$ cat config.mk
export PLATFORM = sky130hd
export DESIGN_NAME = video_in_store_flat
export DESIGN_NICKNAME = d
export VERILOG_FILES = /design/src/rtl/video_pkg.sv /design/src/rtl/video_in_store_if.sv /design/src/rtl/video_in_addr_gen.sv /design/src/rtl/video_in_store.sv /design/src/flat_wrapper.sv
export SDC_FILE = /design/constraint.sdc
export NUM_CORES = 1
export LEC_CHECK = 0
export BUFFER_PORTS_ARGS = -buffer_cell sky130_fd_sc_hd__buf_4
export CAP_MARGIN = 0
export CORE_MARGIN = 2
export CORE_UTILIZATION = 45
export CTS_CLUSTER_DIAMETER = 50
export DETAILED_ROUTE_END_ITERATION = 10
export PLACE_DENSITY = 0.83
export RECOVER_POWER = 100
export SLEW_MARGIN = 40
export SYNTH_ARGS = -nofsm -noshare
export SYNTH_HDL_FRONTEND = slang
export SYNTH_SLANG_ARGS = --single-unit
export TNS_END_PERCENT = 1
$ cat constraint.sdc
create_clock -name clk -period 3.93 [get_ports clk]
set_clock_uncertainty 0.1 [all_clocks]
set_input_delay 0.393 -clock clk [delete_from_list [all_inputs] [get_ports clk]]
set_output_delay 0.393 -clock clk [all_outputs]
set_load 0.03 [all_outputs]
$ cat src/rtl/video_pkg.sv
// rtl/video_pkg.sv - shared video pipeline types and constants
package video_pkg;

  localparam int P_WIDTH_DEF  = 640;
  localparam int P_HEIGHT_DEF = 480;

  // Four 8-bit pixels are packed per 32-bit word
  function automatic int frame_words(input int width, input int height);
    return width * height / 4;
  endfunction

  localparam int FRAME_WORDS = frame_words(P_WIDTH_DEF, P_HEIGHT_DEF);

  localparam logic [2:0] WB_CTI_CLASSIC = 3'b000;
  localparam logic [2:0] WB_CTI_INCR    = 3'b010;
  localparam logic [2:0] WB_CTI_EOB     = 3'b111;
  localparam logic [1:0] WB_BTE_LINEAR  = 2'b00;

  typedef enum logic [1:0] {
    IDLE,
    BURST,
    DONE
  } store_state_t;

endpackage

$ cat src/rtl/video_in_store_if.sv
// rtl/video_in_store_if.sv - Wishbone burst-write bus between frame store and memory
interface video_in_store_if;

  logic        cyc;
  logic        stb;
  logic        we;
  logic [31:0] adr;
  logic [31:0] dat_o;
  logic [3:0]  sel;
  logic [2:0]  cti;
  logic [1:0]  bte;
  logic        ack;

  modport master (
    output cyc, stb, we, adr, dat_o, sel, cti, bte,
    input  ack
  );

  modport slave (
    input  cyc, stb, we, adr, dat_o, sel, cti, bte,
    output ack
  );

endinterface

$ cat src/rtl/video_in_addr_gen.sv
// rtl/video_in_addr_gen.sv - frame position, burst beat and ping-pong buffer tracking
module video_in_addr_gen
  import video_pkg::*;
#(
  parameter int p_BURST       = 8,
  parameter int p_FRAME_WORDS = FRAME_WORDS
) (
  input  logic        clk,
  input  logic        nRST,
  input  logic        advance,
  input  logic        wrap,
  input  logic [31:0] base_addr_0,
  input  logic [31:0] base_addr_1,
  output logic [31:0] wb_adr,
  output logic        cur_buffer,
  output logic        last_beat,
  output logic        frame_end,
  output logic        frame_last_word
);

  localparam int CNT_W  = $clog2(p_FRAME_WORDS + 1);
  localparam int BEAT_W = (p_BURST > 1) ? $clog2(p_BURST) : 1;

  logic [CNT_W-1:0]  word_cnt;
  logic [BEAT_W-1:0] beat;

  always_ff @(posedge clk) begin
    if (!nRST) begin
      word_cnt   <= '0;
      beat       <= '0;
      cur_buffer <= 1'b0;
    end else if (advance) begin
      word_cnt <= word_cnt + CNT_W'(1);
      beat     <= last_beat ? '0 : beat + BEAT_W'(1);
    end else if (wrap) begin
      word_cnt   <= '0;
      cur_buffer <= ~cur_buffer;
    end
  end

  assign last_beat       = (beat == BEAT_W'(p_BURST - 1));
  assign frame_end       = (word_cnt == CNT_W'(p_FRAME_WORDS));
  assign frame_last_word = (word_cnt == CNT_W'(p_FRAME_WORDS - 1));

  // Base is re-sampled every beat; software only rewrites the idle buffer's base
  assign wb_adr = (cur_buffer ? base_addr_1 : base_addr_0) + (32'(word_cnt) << 2);

endmodule

$ cat src/rtl/video_in_store.sv
// rtl/video_in_store.sv - drains the capture FIFO into ping-pong frame buffers via Wishbone bursts
module video_in_store
  import video_pkg::*;
#(
  parameter int p_WIDTH   = P_WIDTH_DEF,
  parameter int p_HEIGHT  = P_HEIGHT_DEF,
  parameter int p_BURST   = 8,
  parameter int p_LEVEL_W = 8
) (
  input  logic                 clk,
  input  logic                 nRST,
  input  logic                 enable,
  input  logic [31:0]          base_addr_0,
  input  logic [31:0]          base_addr_1,
  input  logic [31:0]          fifo_data,
  input  logic [p_LEVEL_W-1:0] fifo_level,
  output logic                 fifo_r_e,
  video_in_store_if.master     wb,
  output logic                 cur_buffer,
  output logic                 frame_done
);

  localparam int FRAME_W = frame_words(p_WIDTH, p_HEIGHT);

  store_state_t state;
  logic         cyc_q;
  logic         beat_ack;
  logic         last_beat;
  logic         frame_end;
  logic         frame_last_word;

  // An ack landing on the reset edge is discarded so the abandoned word stays in the FIFO
  assign beat_ack = nRST && (state == BURST) && wb.ack;
  assign fifo_r_e = beat_ack;

  video_in_addr_gen #(
    .p_BURST       (p_BURST),
    .p_FRAME_WORDS (FRAME_W)
  ) u_addr_gen (
    .clk             (clk),
    .nRST            (nRST),
    .advance         (beat_ack),
    .wrap            ((state == DONE) && frame_end),
    .base_addr_0     (base_addr_0),
    .base_addr_1     (base_addr_1),
    .wb_adr          (wb.adr),
    .cur_buffer      (cur_buffer),
    .last_beat       (last_beat),
    .frame_end       (frame_end),
    .frame_last_word (frame_last_word)
  );

  always_ff @(posedge clk) begin
    if (!nRST) begin
      state      <= IDLE;
      cyc_q      <= 1'b0;
      frame_done <= 1'b0;
    end else begin
      case (state)
        IDLE: begin
          frame_done <= 1'b0;
          if (enable && (fifo_level >= p_LEVEL_W'(p_BURST))) begin
            state <= BURST;
            cyc_q <= 1'b1;
          end
        end
        BURST: begin
          if (beat_ack && last_beat) begin
            state      <= DONE;
            cyc_q      <= 1'b0;
            frame_done <= frame_last_word;
          end
        end
        DONE: begin
          frame_done <= 1'b0;
          state      <= IDLE;
        end
        default: begin
          state      <= IDLE;
          cyc_q      <= 1'b0;
          frame_done <= 1'b0;
        end
      endcase
    end
  end

  assign wb.cyc   = cyc_q;
  assign wb.stb   = cyc_q;
  assign wb.we    = cyc_q;
  assign wb.dat_o = fifo_data;
  assign wb.sel   = cyc_q ? 4'b1111 : 4'b0000;
  assign wb.cti   = cyc_q ? (last_beat ? WB_CTI_EOB : WB_CTI_INCR) : WB_CTI_CLASSIC;
  assign wb.bte   = WB_BTE_LINEAR;

endmodule
$ cat src/flat_wrapper.sv
// flat-port wrapper written by rule: the top's interface ports become plain ports
module video_in_store_flat import video_pkg::*;
#(
  parameter int p_WIDTH   = P_WIDTH_DEF,
  parameter int p_HEIGHT  = P_HEIGHT_DEF,
  parameter int p_BURST   = 8,
  parameter int p_LEVEL_W = 8
)
  (clk, nRST, enable, base_addr_0, base_addr_1, fifo_data, fifo_level, fifo_r_e, cur_buffer, frame_done, wb_cyc, wb_stb, wb_we, wb_adr, wb_dat_o, wb_sel, wb_cti, wb_bte, wb_ack);
  video_in_store_if wb_i ();
  input  logic clk;
  input  logic nRST;
  input  logic enable;
  input  logic [31:0] base_addr_0;
  input  logic [31:0] base_addr_1;
  input  logic [31:0] fifo_data;
  input  logic [p_LEVEL_W-1:0] fifo_level;
  output logic fifo_r_e;
  output logic cur_buffer;
  output logic frame_done;
  output wire logic [$bits(wb_i.cyc)-1:0] wb_cyc;
  output wire logic [$bits(wb_i.stb)-1:0] wb_stb;
  output wire logic [$bits(wb_i.we)-1:0] wb_we;
  output wire logic [$bits(wb_i.adr)-1:0] wb_adr;
  output wire logic [$bits(wb_i.dat_o)-1:0] wb_dat_o;
  output wire logic [$bits(wb_i.sel)-1:0] wb_sel;
  output wire logic [$bits(wb_i.cti)-1:0] wb_cti;
  output wire logic [$bits(wb_i.bte)-1:0] wb_bte;
  input wire logic [$bits(wb_i.ack)-1:0] wb_ack;
  assign wb_cyc = wb_i.cyc;
  assign wb_stb = wb_i.stb;
  assign wb_we = wb_i.we;
  assign wb_adr = wb_i.adr;
  assign wb_dat_o = wb_i.dat_o;
  assign wb_sel = wb_i.sel;
  assign wb_cti = wb_i.cti;
  assign wb_bte = wb_i.bte;
  assign wb_i.ack = wb_ack;
  video_in_store #(.p_WIDTH(p_WIDTH), .p_HEIGHT(p_HEIGHT), .p_BURST(p_BURST), .p_LEVEL_W(p_LEVEL_W)) u_core (.clk(clk), .nRST(nRST), .enable(enable), .base_addr_0(base_addr_0), .base_addr_1(base_addr_1), .fifo_data(fifo_data), .fifo_level(fifo_level), .fifo_r_e(fifo_r_e), .wb(wb_i), .cur_buffer(cur_buffer), .frame_done(frame_done));
endmodule
# Word-level counts from Yosys, hierarchy flattened
# Index checks and enable logic that the tools add are counted.
# word_totals
reg_bits	25
inputBits	108
output_inout_bits	79
word_cells	44
# classes
n_eq_ne	7
reduce_logical	11
order_cmp	1
bitwise	3
add_sub_neg	3
mux	13
# ops
op	n
17-bit equality test, second input constant	2
17-bit 2-to-1 mux	2
32-bit by 19-bit adder with 32-bit output	1
32-bit 2-to-1 mux	1
17-bit by 1-bit adder with 17-bit output, second input constant	1
3-bit 2-to-1 mux	3
8-bit by 4-bit >= comparator with 1-bit output, second input constant	1
2-bit AND reduction	3
1-bit logical AND	5
2-bit 2-to-1 mux	2
4-bit 2-to-1 mux	1
2-bit case mux with 2 select lines	1
3-bit by 1-bit adder with 3-bit output, second input constant	1
3-bit equality test, second input constant	1
1-bit NOT	3
1-bit case mux with 3 select lines	1
3-bit AND reduction	1
2-bit by 1-bit equality test with 1-bit output, second input constant	1
2-bit equality test, second input constant	1
2-bit zero test	1
1-bit 2-to-1 mux	2
2-bit by 1-bit != test with 1-bit output, second input constant	1
2-bit != test, second input constant	1
2-bit nonzero test	1

# Longest topological paths before layout
# depth
depth_word	6
depth_mapped	13
mapped_depth_nobuf	10

# Cells and area by module
# A second synthesis with hierarchy kept.
# hier_totals
hier_cells	397
area_unflattened_um2	3186.8
# by_module_without_submodules
mod	n_inst	area_each_um2	seq_area_each_um2	cells_per_inst
video_in_addr_gen	1	2676.3	420.4	331
video_in_store	1	510.5	80.1	66

# Worst setup path after synthesis
# No wires, ideal clock.
# synth_timing
kind	register -> output
from	reg u_core.u_addr_gen.cur_buffer
to	out wb_adr[11]
required_time_ns	3.437
arrival_ns	3.775
path_stages_with_launch	13
path_buffers	4
setup_slack_ns	-0.338
path_cell_list	dfxtp_1 -> buf_2 -> buf_2 -> buf_2 -> buf_1 -> mux2i_1 -> inv_1 -> ha_1 -> a21oi_1 -> o211ai_2 -> a21o_1 -> a21oi_1 -> o311ai_0
# synth_between
elab_chain_len	2
# synth_lines
element	line_no	rtl
start: declaration	video_in_addr_gen.sv:15	output logic cur_buffer,
start signal: assignment	video_in_addr_gen.sv:37	cur_buffer <= ~cur_buffer;
32-bit 2-to-1 mux	video_in_addr_gen.sv:46	assign wb_adr = (cur_buffer ? base_addr_1 : base_addr_0) + (32'(word_cnt) << 2);
32-bit by 19-bit adder with 32-bit output	video_in_addr_gen.sv:46	
end: declaration	flat_wrapper.sv:24	output wire logic [$bits(wb_i.adr)-1:0] wb_adr;
# No other way between the ends.

# Worst setup path after layout
# layout_timing
from	reg u_core.u_addr_gen.cur_buffer
to	out wb_adr[18]
# Same word-level chain as after synthesis.

==> flow_metrics.py <==
metrics = {
    "run_status": {
        "run_status": "complete, no violations",
    },
    "timing": {
        "timing.fmax_mhz": 265,
        "finalHoldViolations": 0,
        "max-slew-margin-rel": 0.348,
        "fin_crit_sh": 0.961,
        "rsz0062_at_grt": "false",
        "slew_viol_final": 0,
        "finalSetupViolCount": 0,
        "tightestPinTransition_ns": 0.979,
        "period_minus_slack_ns": 3.78,
    },
    "setup_path": {
        "critPathCaptureType": "output port",
        "reg2reg_from": "u_core.state[1]",
        "crit_type": "register to output port",
        "critical-path-max-stage-delay_ns": 0.50,
        "cp.required_ns": 3.44,
        "cp_cell_sequence": "mux2_2 > ha_1 > and4_1 > nand2_1 > a211oi_2 > nor2_1 > o311ai_2 > xor2_1 > clkbuf_2",
        "startpoint": "u_core.u_addr_gen.cur_buffer",
        "crit_slowest_cell": "dfxtp_4",
        "start_kind": "register",
        "cp.arrival_ns": 3.29,
        "worst-r2r-cell-count": 7,
        "critPathMaxFanout": 17,
    },
    "yosys": {
        "yosys_warnings": 0,
        "synthSimpleGateAreaFrac": 0.234,
        "yosys-mux-area-fraction": 0.0861,
        "synth_adder_area_share": 0.0913,
        "synth_edf_count": 0,
        "synth_xor_area_frac": 0.0962,
        "async_flop_share": 0,
        "synth_compound_area_frac": 0.188,
        "synth_area_sq_um": 3100,
        "avgSynthCellArea_sq_um": 7.96,
        "ys.flop_type": "dfxtp_1",
        "synth-seq-cells": 25,
        "ys_types": 64,
        "synth_cells": 389,
        "synth_top_family_by_area": "simple AND/OR/NAND/NOR gates",
        "yosysSeqAreaShare": 0.162,
    },
    "clock_network": {
        "numCtsBuffers": 3,
        "htree_levels": 1,
        "worstSkewPairLatency_ns": 0.26,
        "cts_sinks": 25,
        "clock-root-buffer": "clkbuf_8",
        "cts.path.max_buffers": 2,
        "cts_tree": "yes",
        "cts.clk_slew.worst_paths_ns": 0.08,
    },
    "finish": {
        "fin_cells": 541,
        "antenna_cells": 0,
        "fin_util": 0.541,
        "layout-drive-gt1-share": 0.286,
        "final_cell_mix": "buf_4, a21oi_1, nor2_1, nand2_1, dfxtp_1",
        "final_common_cell": "buf_4",
        "nets": 592,
        "syn2layout_area_growth_pct": 17.5,
    },
    "pwr": {
        "swShare": 0.340,
        "p_leak_nw": 1.53,
        "share_comb_of_total_power": 0.366,
        "seq_power_share": 0.402,
        "p_per_area_nw_per_um2": 179,
        "power.clock.fraction": 0.232,
        "p_sw_uw": 221,
        "ir_drop_v": 0.000185,
        "p_int_uw": 430,
    },
    "placement": {
        "portBuffers": 117,
        "placed_cells": 537,
        "gp_congestion": 0.982,
        "hpwlAfterDp_microns": 6370,
    },
    "floorplan": {
        "start_util": 0.461,
        "die_h_microns": 87.0,
        "dieWidth_microns": 87.0,
        "io_pins": 187,
        "die-area_sq_um": 7560,
        "core_sq_um": 6720,
        "rows": 30,
    },
    "worst_hold_path": {
        "worstHoldStart": "nRST",
        "hp-class": "input port to register",
        "worst_hold_path.num_cells": 3,
    },
    "routing": {
        "drtIter0Drc": 135,
        "ant_nets": 0,
        "drc_errors": 0,
        "num_vias": 3077,
        "firstDrtPassIters": 4,
        "vias_per_cell": 5.69,
        "avgRoutedWirePerCell_microns": 14.5,
        "wl_microns": 7820,
    },
    "global_route": {
        "grt_pass1_vias": 2973,
        "antenna_found_initial": 0,
        "grt_start_max_net_pins": 26,
        "grt_usage": 0.194,
        "grt_overflow_total": 0,
        "grt_first_pass_wirelength_microns": 12400,
    },
    "flow_run": {
        "drv_cap": 0,
    },
}
[sequential cells by signal, summed over array words and instances, names as in the netlist]
register,cells
u_core.u_addr_gen.cur_buffer,1
u_core.frame_done,1
u_core.u_addr_gen.beat,3
u_core.state,2
u_core.wb.cyc,1
u_core.u_addr_gen.word_cnt,17
[logic make-up (layout without fill, tap and decap cells)]
kind of cell | Yosys count | in the layout
other | 1 | 2
muxes | 24 | 24
DFF | 25 | 25
xor gates and xnor gates | 34 | 34
and+or+nand+nor | 134 | 134
adders and majority gates | 22 | 22
AOI/OAI and AO/OA | 79 | 79
buffers and inverters | 70 | 141
[power groups by stage]
stage / sequential (mW) / combinational, mW / clock, mW
2_1_floorplan: 0.269 / 0.211 / 0
3_3_place_gp: 0.268 / 0.250 / 0
3_5_place_dp: 0.269 / 0.256 / 0
4_1_cts: 0.263 / 0.256 / 0.159
5_1_grt: 0.262 / 0.258 / 0.166
6_report: 0.262 / 0.238 / 0.151
[area by class of cell]
type | count | area, sq um
clock buffer | 4 | 45.0
fill | 670 | 3080
inverter | 18 | 67.6
multi-input combinational | 295 | 2140
sequential | 25 | 504
tap | 80 | 100
timing repair buffer | 119 | 785
[per-layer routing]
metal,up-vias,share of wire,global-route usage
met5,-,0,0
met2,126,0.51,0.373
met1,1435,0.40,0.221
met3,10,0.079,0.0389
met4,0,0.012,0.0355
li1,1506,-,-
[synthesized netlist by cell type (all sizes together), types with 3 or more instances]
master,instances,area (sq um)
buf,51,365
a21oi,30,150
nor2,30,120
nand2,29,109
dfxtp,25,500
ha,21,263
mux2,21,236
xor2,19,166
nand3,18,90.1
inv,17,63.8
xnor2,15,131
nor2b,13,81.3
o21ai,12,60.1
a32oi,10,87.6
nand4,8,50.1
nor3,8,45.0
a21o,4,30.0
and3,4,25.0
or3,4,30.0
a211oi,3,27.5
mux2i,3,30.0
nand3b,3,22.5
nand4b,3,41.3
nor4,3,25.0
nor4b,3,26.3
o311ai,3,33.8
o31ai,3,50.1
or4,3,26.3
[metrics by stage]
step	setup TNS (ns)	setup slack, ns	cell area (sq um)	total power [mW]	hold WS, ns
global placement	0	0.420	3730	0.518	0.343
finish	0	0.151	3640	0.651	0.305
global route	0	0.0169	3640	0.686	0.330
floorplan	-2.17	-0.241	3100	0.480	0.336
detailed placement	0	0.356	3730	0.524	0.354
CTS	0	0.0436	3770	0.678	0.315
[worst paths after layout]
path,end,slack [ns]
setup / recovery,wb_adr[18],0.15
hold / removal,u_core.u_addr_gen.beat[2],0.31
setup reg to reg,u_core.u_addr_gen.word_cnt[16],1.37
hold reg to reg,u_core.u_addr_gen.beat[1],0.36
[worst max-delay path, delay by kind of cell, from the launching register on]
| kind | cells | cell delay (ns) |
|---|---|---|
| AOI/OAI and AO/OA | 2 | 0.68 |
| xor gates and xnor gates | 1 | 0.20 |
| adders and majority gates | 1 | 0.48 |
| buffers and inverters | 1 | 0.23 |
| DFF | 1 | 0.50 |
| muxes | 1 | 0.37 |
| and+or+nand+nor | 3 | 0.55 |
[timing repair]
action / in CTS / in global routing
setup endpoints to repair: 0 / 15
buffers inserted: 0 / 0
hold buffers: 0 / 0
resized for setup: 0 / 2
Power figures use the tool's default switching activity.
